$ cat src/rtl/fetch_unit_pkg.sv
// Shared constants for the instruction fetch unit: default widths, PC step and reset vector.
package fetch_unit_pkg;

  localparam int unsigned XlenDefault        = 32;
  localparam int unsigned InstrStep          = 4;
  localparam logic [31:0] ResetVectorDefault = 32'h0000_0000;

  function automatic logic is_aligned(input logic [1:0] addr_lsb);
    return addr_lsb == 2'b00;
  endfunction

endpackage

$ cat src/rtl/fetch_unit_if.sv
// Fetch unit handshake bundle: redirect input, instruction-memory request/response and the
// decode-side output stream. The fetch unit is the master.
interface fetch_unit_if #(
  parameter int unsigned XLEN = fetch_unit_pkg::XlenDefault
) ();

  logic            redirect_valid;
  logic [XLEN-1:0] redirect_target;

  logic            imem_req_valid;
  logic [XLEN-1:0] imem_req_addr;
  logic            imem_req_ready;
  logic            imem_resp_valid;
  logic [XLEN-1:0] imem_resp_data;

  logic            out_valid;
  logic            out_ready;
  logic [XLEN-1:0] out_instr;
  logic [XLEN-1:0] out_pc;

  modport master (
    input  redirect_valid, redirect_target,
    output imem_req_valid, imem_req_addr,
    input  imem_req_ready, imem_resp_valid, imem_resp_data,
    output out_valid, out_instr, out_pc,
    input  out_ready
  );

  modport slave (
    output redirect_valid, redirect_target,
    input  imem_req_valid, imem_req_addr,
    output imem_req_ready, imem_resp_valid, imem_resp_data,
    input  out_valid, out_instr, out_pc,
    output out_ready
  );

endinterface

$ cat src/rtl/fetch_fifo.sv
// Prefetch buffer: power-of-two circular FIFO with push, pop, flush and an occupancy count.
module fetch_fifo #(
  parameter int unsigned Width = 64,
  parameter int unsigned Depth = 4,
  localparam int unsigned PtrW = $clog2(Depth),
  localparam int unsigned CntW = PtrW + 1
) (
  input  logic             clk_i,
  input  logic             rst_i,
  input  logic             push_i,
  input  logic [Width-1:0] push_data_i,
  input  logic             pop_i,
  input  logic             flush_i,
  output logic [Width-1:0] head_o,
  output logic [CntW-1:0]  count_o
);

  logic [Width-1:0] mem_q [Depth];
  logic [Width-1:0] mem_d [Depth];
  logic [PtrW-1:0]  wr_ptr_q, wr_ptr_d;
  logic [PtrW-1:0]  rd_ptr_q, rd_ptr_d;
  logic [CntW-1:0]  count_q, count_d;

  always_comb begin
    mem_d    = mem_q;
    wr_ptr_d = wr_ptr_q;
    rd_ptr_d = rd_ptr_q;
    count_d  = count_q;
    if (flush_i) begin
      wr_ptr_d = '0;
      rd_ptr_d = '0;
      count_d  = '0;
    end else begin
      // Pointers are exactly PtrW bits wide, so the increment wraps modulo Depth.
      if (push_i) begin
        mem_d[wr_ptr_q] = push_data_i;
        wr_ptr_d        = wr_ptr_q + 1'b1;
      end
      if (pop_i) begin
        rd_ptr_d = rd_ptr_q + 1'b1;
      end
      case ({push_i, pop_i})
        2'b10:   count_d = count_q + 1'b1;
        2'b01:   count_d = count_q - 1'b1;
        default: count_d = count_q;
      endcase
    end
  end

  always_ff @(posedge clk_i) begin
    if (rst_i) begin
      wr_ptr_q <= '0;
      rd_ptr_q <= '0;
      count_q  <= '0;
    end else begin
      wr_ptr_q <= wr_ptr_d;
      rd_ptr_q <= rd_ptr_d;
      count_q  <= count_d;
    end
  end

  // Payload storage needs no reset; count gates every read.
  always_ff @(posedge clk_i) begin
    mem_q <= mem_d;
  end

  assign head_o  = mem_q[rd_ptr_q];
  assign count_o = count_q;

endmodule

$ cat src/rtl/fetch_unit.sv
// Sequential instruction fetch with a prefetch buffer and redirect support.
// Optional FETCH_MISALIGN_TRAP_EN: misaligned redirects raise `misaligned` and halt fetching.
module fetch_unit
  import fetch_unit_pkg::*;
#(
  parameter int unsigned     XLEN         = XlenDefault,
  parameter int unsigned     DEPTH        = 4,
  parameter logic [XLEN-1:0] RESET_VECTOR = XLEN'(ResetVectorDefault)
) (
  input  logic         clock,
  input  logic         Reset,
  fetch_unit_if.master bus
`ifdef FETCH_MISALIGN_TRAP_EN
  ,
  output logic         misaligned
`endif
);

  localparam int unsigned CntW = $clog2(DEPTH) + 1;

  logic [XLEN-1:0]   fetch_pc_q, fetch_pc_d;
  logic [XLEN-1:0]   inflight_pc_q, inflight_pc_d;
  logic              inflight_q, inflight_d;
  logic              halted_q, halted_d;

  logic [XLEN-1:0]   redirect_pc;
  logic              target_misaligned;
  logic              redirect;
  logic              req_valid;
  logic              req_fire;
  logic              out_valid;
  logic              push;
  logic              pop;
  logic [CntW-1:0]   count;
  logic [CntW-1:0]   occupancy;
  logic [2*XLEN-1:0] head;

`ifdef FETCH_MISALIGN_TRAP_EN
  assign target_misaligned = !is_aligned(bus.redirect_target[1:0]);
  assign redirect_pc       = bus.redirect_target;
  // Halt and the trap flag are set and cleared together by redirects.
  assign misaligned        = halted_q;
`else
  logic unused_target_lsb;
  assign unused_target_lsb = ^bus.redirect_target[1:0];
  assign target_misaligned = 1'b0;
  assign redirect_pc       = {bus.redirect_target[XLEN-1:2], 2'b00};
`endif

  always_comb begin
    redirect  = bus.redirect_valid && !Reset;
    // Buffered entries plus the one in flight must leave room for the next response.
    occupancy = count + CntW'(inflight_q);
    req_valid = !Reset && !redirect && !halted_q && (occupancy < CntW'(DEPTH));
    req_fire  = req_valid && bus.imem_req_ready;
    out_valid = !Reset && !redirect && (count != '0);
    pop       = out_valid && bus.out_ready;
    // A response landing in a redirect cycle belongs to the abandoned path and is dropped.
    push      = !Reset && !redirect && inflight_q && bus.imem_resp_valid;

    fetch_pc_d    = fetch_pc_q;
    inflight_d    = req_fire;
    inflight_pc_d = inflight_pc_q;
    halted_d      = halted_q;
    if (redirect) begin
      fetch_pc_d = redirect_pc;
      halted_d   = target_misaligned;
    end else if (req_fire) begin
      fetch_pc_d    = fetch_pc_q + XLEN'(InstrStep);
      inflight_pc_d = fetch_pc_q;
    end
  end

  always_ff @(posedge clock) begin
    if (Reset) begin
      fetch_pc_q    <= RESET_VECTOR;
      inflight_pc_q <= '0;
      inflight_q    <= 1'b0;
      halted_q      <= 1'b0;
    end else begin
      fetch_pc_q    <= fetch_pc_d;
      inflight_pc_q <= inflight_pc_d;
      inflight_q    <= inflight_d;
      halted_q      <= halted_d;
    end
  end

  fetch_fifo #(
    .Width (2 * XLEN),
    .Depth (DEPTH)
  ) u_fetch_fifo (
    .clk_i       (clock),
    .rst_i       (Reset),
    .push_i      (push),
    .push_data_i ({inflight_pc_q, bus.imem_resp_data}),
    .pop_i       (pop),
    .flush_i     (redirect),
    .head_o      (head),
    .count_o     (count)
  );

  assign bus.imem_req_valid = req_valid;
  assign bus.imem_req_addr  = fetch_pc_q;
  assign bus.out_valid      = out_valid;
  assign bus.out_pc         = head[2*XLEN-1:XLEN];
  assign bus.out_instr      = head[XLEN-1:0];

endmodule
$ cat src/flat_wrapper.sv
// flat-port wrapper written by rule: the top's interface ports become plain ports
module fetch_unit_flat import fetch_unit_pkg::*;
#(
  parameter int unsigned     XLEN         = XlenDefault,
  parameter int unsigned     DEPTH        = 4,
  parameter logic [XLEN-1:0] RESET_VECTOR = XLEN'(ResetVectorDefault)
)
  (clock, Reset, bus_redirect_valid, bus_redirect_target, bus_imem_req_valid, bus_imem_req_addr, bus_imem_req_ready, bus_imem_resp_valid, bus_imem_resp_data, bus_out_valid, bus_out_instr, bus_out_pc, bus_out_ready);
  fetch_unit_if #(.XLEN(XLEN)) bus_i ();
  input  logic clock;
  input  logic Reset;
  input wire logic [$bits(bus_i.redirect_valid)-1:0] bus_redirect_valid;
  input wire logic [$bits(bus_i.redirect_target)-1:0] bus_redirect_target;
  output wire logic [$bits(bus_i.imem_req_valid)-1:0] bus_imem_req_valid;
  output wire logic [$bits(bus_i.imem_req_addr)-1:0] bus_imem_req_addr;
  input wire logic [$bits(bus_i.imem_req_ready)-1:0] bus_imem_req_ready;
  input wire logic [$bits(bus_i.imem_resp_valid)-1:0] bus_imem_resp_valid;
  input wire logic [$bits(bus_i.imem_resp_data)-1:0] bus_imem_resp_data;
  output wire logic [$bits(bus_i.out_valid)-1:0] bus_out_valid;
  output wire logic [$bits(bus_i.out_instr)-1:0] bus_out_instr;
  output wire logic [$bits(bus_i.out_pc)-1:0] bus_out_pc;
  input wire logic [$bits(bus_i.out_ready)-1:0] bus_out_ready;
  assign bus_i.redirect_valid = bus_redirect_valid;
  assign bus_i.redirect_target = bus_redirect_target;
  assign bus_imem_req_valid = bus_i.imem_req_valid;
  assign bus_imem_req_addr = bus_i.imem_req_addr;
  assign bus_i.imem_req_ready = bus_imem_req_ready;
  assign bus_i.imem_resp_valid = bus_imem_resp_valid;
  assign bus_i.imem_resp_data = bus_imem_resp_data;
  assign bus_out_valid = bus_i.out_valid;
  assign bus_out_instr = bus_i.out_instr;
  assign bus_out_pc = bus_i.out_pc;
  assign bus_i.out_ready = bus_out_ready;
  fetch_unit #(.XLEN(XLEN), .DEPTH(DEPTH), .RESET_VECTOR(RESET_VECTOR)) u_core (.clock(clock), .Reset(Reset), .bus(bus_i));
endmodule
$ cat config.mk
export PLATFORM = sky130hd
export DESIGN_NAME = fetch_unit_flat
export DESIGN_NICKNAME = d
export VERILOG_FILES = /design/src/rtl/fetch_unit_pkg.sv /design/src/rtl/fetch_unit_if.sv /design/src/rtl/fetch_fifo.sv /design/src/rtl/fetch_unit.sv /design/src/flat_wrapper.sv
export SDC_FILE = /design/constraint.sdc
export NUM_CORES = 1
export LEC_CHECK = 0
export ABC_AREA = 1
export CORE_MARGIN = 3
export CORE_UTILIZATION = 27
export CTS_BUF_LIST = sky130_fd_sc_hd__clkbuf_4 sky130_fd_sc_hd__clkbuf_8
export CTS_CLUSTER_DIAMETER = 60
export DETAILED_ROUTE_END_ITERATION = 10
export SYNTH_ARGS = -nofsm -noshare
export SYNTH_HDL_FRONTEND = slang
export SYNTH_SLANG_ARGS = --single-unit
export TNS_END_PERCENT = 5
$ cat constraint.sdc
create_clock -name clock -period 5.25 [get_ports clock]
set_input_delay 1.05 -clock clock [delete_from_list [all_inputs] [get_ports clock]]
set_output_delay 1.05 -clock clock [all_outputs]
set_load 0.03 [all_outputs]
==> flow_summary.yaml <==
detailed_routing:
  route.detailed.drc: 0
  drtIter0Drc: 599
  finalWirelength_mm: 32.5
  ant_nets: 0
  dr.pass1.iters: 5
  avg_vias_per_cell: 4.57
  routed-via-count: 8945
  wl_per_cell_um: 16.6
global_routing:
  grt_use_total_pct: 12.8
  grt_pass1_vias: 8844
  grt_max_degree: 93
  antenna_violations_before_repair: 0
  grt_pass1_wl_mm: 50.5
  grt_overflow_total: 0
yosys:
  synth-seq-cells: 316
  syn_area_per_cell_sq_um: 11.1
  synth_most_common_cell: "sky130_fd_sc_hd__nor2_1"
  ys_seq_area_share_pct: 69.5
  synth_cell_types: 40
  yosysTopAreaCellShare_pct: 58.8
  largest_cells_by_area_after_synthesis: "sky130_fd_sc_hd__edfxtp_1 59%, sky130_fd_sc_hd__dfxtp_1 11%, sky130_fd_sc_hd__o21ai_0 7.4%"
  synth_enable_flop_cells: 248
  dominantRegCellSynth: "sky130_fd_sc_hd__edfxtp_1"
  syn-cell-area_sq_um: 12700
  most_used_standard_cells_in_the_synthesized_netlist: "250 x sky130_fd_sc_hd__nor2_1, 248 x sky130_fd_sc_hd__edfxtp_1, 188 x sky130_fd_sc_hd__o21ai_0"
  ys_async_sr_fraction_pct: 0
  synth_cells: 1137
  yosys_warnings: 0
  synth_top_cell_by_area: "sky130_fd_sc_hd__edfxtp_1"
critical_path:
  critical_path.max_stage_delay_ns: 0.83
  critPathMaxFanout: 92
  worst-setup-path-type: "flip-flop to output port"
  crit_path_end: "bus_out_pc[17]"
  timing.critical_path.slowest_stage_cell: "sky130_fd_sc_hd__clkdlybuf4s50_1"
  rr_worst_depth: 11
  cp_data_required_time_ns: 4.20
  reg2reg_slack_ns: 3.09
  worst_setup_path_startpoint: "u_core.u_fetch_fifo.rd_ptr_q[0]"
  worst_setup_path_start_kind: "flip-flop"
  path_cells: "buf_4 -> o21ai_0 -> o22ai_1 -> clkdlybuf4s50_1"
  worstPathArrival_ns: 3.33
  worst_r2r_startpoint: "u_core.u_fetch_fifo.count_o[1]"
  timing.rr.end: "u_core.u_fetch_fifo.count_o[2]"
  end_kind: "output port"
pwr:
  power_leakage_nw: 5.57
  clkPwrFrac_pct: 44.6
  peakVddDrop_v: 0.000166
  power.total_w: 0.00548
  sequentialPowerShare_pct: 50.6
  net-switching-power_w: 0.00122
  cellInternalPower_w: 0.00426
  p_sw_share_pct: 22.3
  power-per-cell-area_nw_per_um2: 339
  comb_power_share_pct: 4.7
clocking:
  clk_pin_slew_worst_paths_ns: 0.06
  post_cts_hold_buffer_count: 0
  post_cts.repair.setup_buffers: 0
  cts_root_buffer: "sky130_fd_sc_hd__clkbuf_8"
  ctsLongestPathBuffers: 3
  clkLatencyLatePin_ns: 0.63
  tritoncts_num_sinks: 316
  cts_htree_levels: 2
  cts_buffer_count: 55
  cts_tree: "built"
  cts_repair_resize_count: 0
placement:
  pre_cts_slack_ns: 1.14
  portBuffers: 161
  routability_driven_placement_congestion_ratio: 0.888
  dpl.hpwl_mm: 20.1
floorplan:
  fp.dieH_um: 223
  core.rowCount: 78
  start_util_pct: 27.6
  die_w_um: 223
  design.die.area_sq_um: 49600
  floorplan.io_pins: 168
  core_area_sq_um: 45900
timing:
  setup_tns_ns: 0
  finalClockSkew_ns: 0.0422
  finalSetupViolations: 0
  final_hold_viol_count: 0
  report.final.slew_viol_count: 0
  max_freq_mhz: 228
  timing.final.crit_period_ns: 4.38
  timing.max_slew.rel_slack_pct: 38.5
  finalCritPeriodShare_pct: 83.5
  slew_worst_pin_ns: 0.922
  unrepaired_setup_endpoints_after_global_routing: "false"
  setup_ws_ns: 0.868
worst_hold_path:
  hold_path_class: "flip-flop to flip-flop"
status:
  outcome: "complete, no violations"
finish:
  layout-area-overhead-vs-synth_pct: 27.5
  final_layout_size_suffix_gt1_share_pct: 10.0
  final_net_count: 1388
  final.fill_count: 4530
  count_of_antenna_diodes_in_the_layout: 0
flow_run:
  cap_viol_max_count: 0
==> flip-flops by register name, summed over array words and instances, names as in the netlist <==
signal and count:
u_core.bus.imem_req_addr 30, u_core.inflight_pc_q 30, u_core.inflight_q 1, u_core.u_fetch_fifo.count_o 3, u_core.u_fetch_fifo.mem_q 248, u_core.u_fetch_fifo.rd_ptr_q 2, u_core.u_fetch_fifo.wr_ptr_q 2
==> worst min-delay path by stage <==
stage	startpoint	endpoint	slack, ns	depth (start not counted)
CTS	u_core.bus.imem_req_addr[31]	u_core.bus.imem_req_addr[31]	0.50	2
global placement	u_core.inflight_pc_q[12]	u_core.u_fetch_fifo.mem_q[236]	0.48	0
finish	u_core.bus.imem_req_addr[31]	u_core.bus.imem_req_addr[31]	0.50	2
detailed placement	u_core.bus.imem_req_addr[31]	u_core.bus.imem_req_addr[31]	0.49	2
global route	u_core.inflight_pc_q[18]	u_core.u_fetch_fifo.mem_q[114]	0.53	0
floorplan	u_core.inflight_pc_q[5]	u_core.u_fetch_fifo.mem_q[101]	0.45	0
==> cells in the final DEF, fill, tap and decap left out, drive strengths merged <==
| cell | Yosys | layout |
|---|---|---|
| o21a | 1 | 1 |
| ha | 6 | 6 |
| clkinvlp | 0 | 2 |
| buf | 22 | 18 |
| nor2 | 256 | 256 |
| xnor2 | 7 | 7 |
| bufinv | 0 | 5 |
| nand2 | 101 | 101 |
| fa | 1 | 1 |
| a31oi | 2 | 2 |
| clkdlybuf4s50 | 0 | 161 |
| o22ai | 62 | 62 |
| nor3 | 5 | 5 |
| xor2 | 3 | 3 |
| edfxtp | 248 | 248 |
| nor4 | 1 | 1 |
| clkinv | 1 | 20 |
| conb | 1 | 4 |
| dfxtp | 68 | 68 |
| o221ai | 1 | 1 |
| nand3 | 27 | 27 |
| a211oi | 1 | 1 |
| nand4 | 3 | 3 |
| inv | 40 | 45 |
| o21ai | 192 | 192 |
| nand3b | 3 | 3 |
| a21boi | 1 | 1 |
| nor3b | 1 | 1 |
| a21oi | 39 | 39 |
| and3 | 1 | 1 |
| clkbuf | 43 | 73 |
==> critical path, delay by kind of cell, from the launching register on <==
| kind | cells | cell delay, ns |
|---|---|---|
| AO/OA/AOI/OAI | 2 | 0.46 |
| flip-flops | 1 | 0.60 |
| buffers and inverters | 2 | 1.59 |
==> power by group through the flow <==
stage | clock network [W] | logic, W | registers, W
2_1_floorplan | 0 | 0.000104 | 0.00284
3_3_place_gp | 0 | 0.000257 | 0.00283
3_5_place_dp | 0 | 0.000260 | 0.00283
4_1_cts | 0.00252 | 0.000261 | 0.00278
5_1_grt | 0.00264 | 0.000284 | 0.00278
6_report | 0.00245 | 0.000260 | 0.00278
==> cell families after synthesis <==
kind of cell    count (synthesis)  synth area share (%)
compound gates                299                  12.6
simple gates                  398                  12.6
buf+inv                       106                  3.81
other cells                     1                0.0296
xor+xnor                       10                 0.691
fa+ha+maj                       7                 0.750
flops                         316                  69.5
==> metal layers <==
layer  wire (um)  up-vias  global-route usage (%)
met3        2130       34                    3.13
met1       14800     4242                    17.1
met2       15000      278                    20.8
li1            -     4391                       -
met5           0        -                       0
met4         532        0                    3.88
==> metrics by stage <==
step | instance area [sq um] | hold slack (ns) | util [%] | instances
final | 16200 | 0.502 | 35.2 | 1958
after global routing | 16200 | 0.528 | 35.2 | 1958
after CTS | 16200 | 0.501 | 35.2 | 1958
after detailed placement | 14900 | 0.488 | 32.5 | 1854
after global placement | 14900 | 0.477 | 32.5 | 1854
after floorplan | 12700 | 0.455 | - | 1140
==> layout make-up <==
type                       instances  area (sq um)  share of cell area [%]
sequential                       316          8810                    54.5
multi-input combinational        718          3430                    21.2
timing repair buffer             179          1770                    11.0
clock buffer                      73           930                    5.75
tap                              600           751                    4.65
clock inverter                    31           305                    1.89
inverter                          41           156                   0.968
No activity file was read; power rests on OpenSTA's default activity.
==> edit (same flow settings) <==
`XlenDefault`: 32 -> 48.
--- a/src/rtl/fetch_unit_pkg.sv
+++ b/src/rtl/fetch_unit_pkg.sv
@@ -2,5 +2,5 @@
 package fetch_unit_pkg;
 
-  localparam int unsigned XlenDefault        = 32;
+  localparam int unsigned XlenDefault        = 48;
   localparam int unsigned InstrStep          = 4;
   localparam logic [31:0] ResetVectorDefault = 32'h0000_0000;
Interface: changed (5 resized); port bits go from 168 to 248. No check against the original RTL was run, so the function may have changed too.
==> edit against the unedited design <==
Synthesized area rose by 51%; first-iteration DRC count rose by 68%; sequential share of layout area barely moved; synthesized cell count rose by 52%; non-clock buffer count rose by 89; total power rose by 49%; setup slack got worse by 100 ps; final area rose by 51%; sequential cell count rose by 160; wire length rose by 73%; critical path depth did not move; register-to-register slack got worse by 50 ps.
==> edit: results (changes against the unedited design) <==
| Metric | Value |
|---|---|
| DP HPWL | `35100 um (was 20100 um)` |
| Adder-Cell Fraction of Synth Area | `0.497% (was 0.750%)` |
| Largest net degree at the start of global routing | `105 (was 93)` |
| Slowest Stage Delay on Critical Path | `860 ps (was 830 ps)` |
| CP max-delay cell | `buf_4 (was clkdlybuf4s50_1)` |
| FF-to-FF setup slack | `3040 ps (was 3090 ps)` |
| Gpl congestion | `0.895 (was 0.888)` |
| Xor/xnor share of the synthesized area | `0.366% (was 0.691%)` |
| Postcts setup bufs | `0 (unchanged)` |
| Finished Layout Cells | `2981 (was 1958)` |
| Fill count | `6916 (was 4530)` |
| Met2 wire len | `26900 um (was 15000 um)` |
| Placed Instances | `2829 (was 1854)` |
| Clock Latency Late Sink | `670 ps (was 630 ps)` |
| R2r worst-path depth | `7 (was 11)` |
| Sequential share of the synthesized area | `69.5% (about the same)` |
| Maximum vdd drop | `0.000123 V (was 0.000166 V)` |
| Synth top cells by count | `edfxtp_1, nor2_1, o21ai_0 (was nor2_1, edfxtp_1, o21ai_0)` |
| Grt met1 use | `18.9% (was 17.1%)` |
| Top Family by Delay on Critical Path | `buffers and inverters (unchanged)` |
| Met3 WL | `3960 um (was 2130 um)` |
| Terminus of the critical flop-to-flop path | `u_core.inflight_pc_q[36] (was u_core.u_fetch_fifo.count_o[2])` |
| Vias in the first global route | `14100 (was 8844)` |
| Final nets | `2092 (was 1388)` |
| Wl on met1 | `24200 um (was 14800 um)` |
| Status | `finished clean (unchanged)` |
| Gr usage total | `14.8% (was 12.8%)` |
| Met2 Use GR | `24.8% (was 20.8%)` |
| Vias/cell | `4.75 (was 4.57)` |
| H-tree level count | `3 (was 2)` |
| Max reg flops | `376 (was 248)` |
| Layout cell share with drive strength beyond 1 | `9.80% (was 10.0%)` |
| WP data arrival | `3430 ps (was 3330 ps)` |
| Clock Tree Root | `clkbuf_8 (unchanged)` |
| Clock buffer count from CTS | `83 (was 55)` |
| WL final | `56200 um (was 32500 um)` |
| Number of synthesized flops with an enable pin | `376 (was 248)` |
| Deepest clock path buffer count | `3 (unchanged)` |
| Synth area leaders | `edfxtp_1, dfxtp_1, nor2_1 (was edfxtp_1, dfxtp_1, o21ai_0)` |
| Slew @ Worst Pin | `1170 ps (was 922 ps)` |
| Hold Slack | `496 ps (was 502 ps)` |
| Critical Path End | `bus_out_instr[27] (was bus_out_pc[17])` |
| Post-synthesis cell type count | `40 (unchanged)` |
| Number of port buffers | `241 (was 161)` |
| Met3 Use GR | `3.44% (was 3.13%)` |
| Compound-Gate Fraction of Synth Area | `13.0% (was 12.6%)` |
| CP max FO | `104 (was 92)` |
| First-pass GRT wire length | `83900 um (was 50500 um)` |
| Hold/Removal Path Class | `register to register (unchanged)` |
| DRT iter0 DRCs | `1009 (was 599)` |
| Leakage | `8.30 nW (was 5.57 nW)` |
| Clk_skew | `46.8 ps (was 42.2 ps)` |
| Synth Area per Inst | `11.1 um2 (about the same)` |
[edit: changes by cell type in the layout (fill, tap and decap cells not counted), sizes merged, moves of 39 or more]
cell and change:
edfxtp +128, nor2 +113, o21ai +84, clkdlybuf4s50 +80
nand2 +66, clkbuf +39
[edit: logic make-up (layout without fill, tap and decap cells)]
logic type	Yosys count	in the layout
simple gates	605	605
flops	476	476
compound gates	458	458
buf+inv	170	492
xor+xnor	8	8
fa+ha+maj	7	7
other cells	1	4
[edit: through the flow]
step	cell area, um2	setup WS [ps]	utilization, %	setup TNS [ps]	total power [mW]
4_1_cts	24400	608	35.2	0	8.31
6_report	24400	768	35.2	0	8.19
3_3_place_gp	22600	1310	32.6	0	4.65
5_1_grt	24400	508	35.2	0	8.53
2_1_floorplan	19100	-694	-	-260880	4.43
3_5_place_dp	22600	1310	32.6	0	4.66
[edit: report_power, final]
group          switching (mW)  internal (mW)
Combinational           0.227          0.167
Sequential             0.0827           4.11
Clock                    1.52           2.08
[edit: worst min-delay path by stage]
stage,from,to,cells after the start
after floorplan,u_core.inflight_pc_q[2],u_core.u_fetch_fifo.mem_q[146],0
after global placement,u_core.inflight_pc_q[13],u_core.u_fetch_fifo.mem_q[157],0
after detailed placement,u_core.inflight_pc_q[39],u_core.u_fetch_fifo.mem_q[375],0
after CTS,u_core.inflight_pc_q[39],u_core.u_fetch_fifo.mem_q[87],0
after global routing,u_core.inflight_pc_q[45],u_core.u_fetch_fifo.mem_q[93],0
final,u_core.inflight_pc_q[39],u_core.u_fetch_fifo.mem_q[87],0
[edit: layout make-up]
class                      count  area (um2)  area share, %
tap                          931        1160           4.77
sequential                   476       13300           54.5
multi-input combinational   1082        5180           21.2
timing repair buffer         268        2700           11.1
inverter                      72         279           1.14
clock buffer                 112        1390           5.70
clock inverter                40         392           1.60
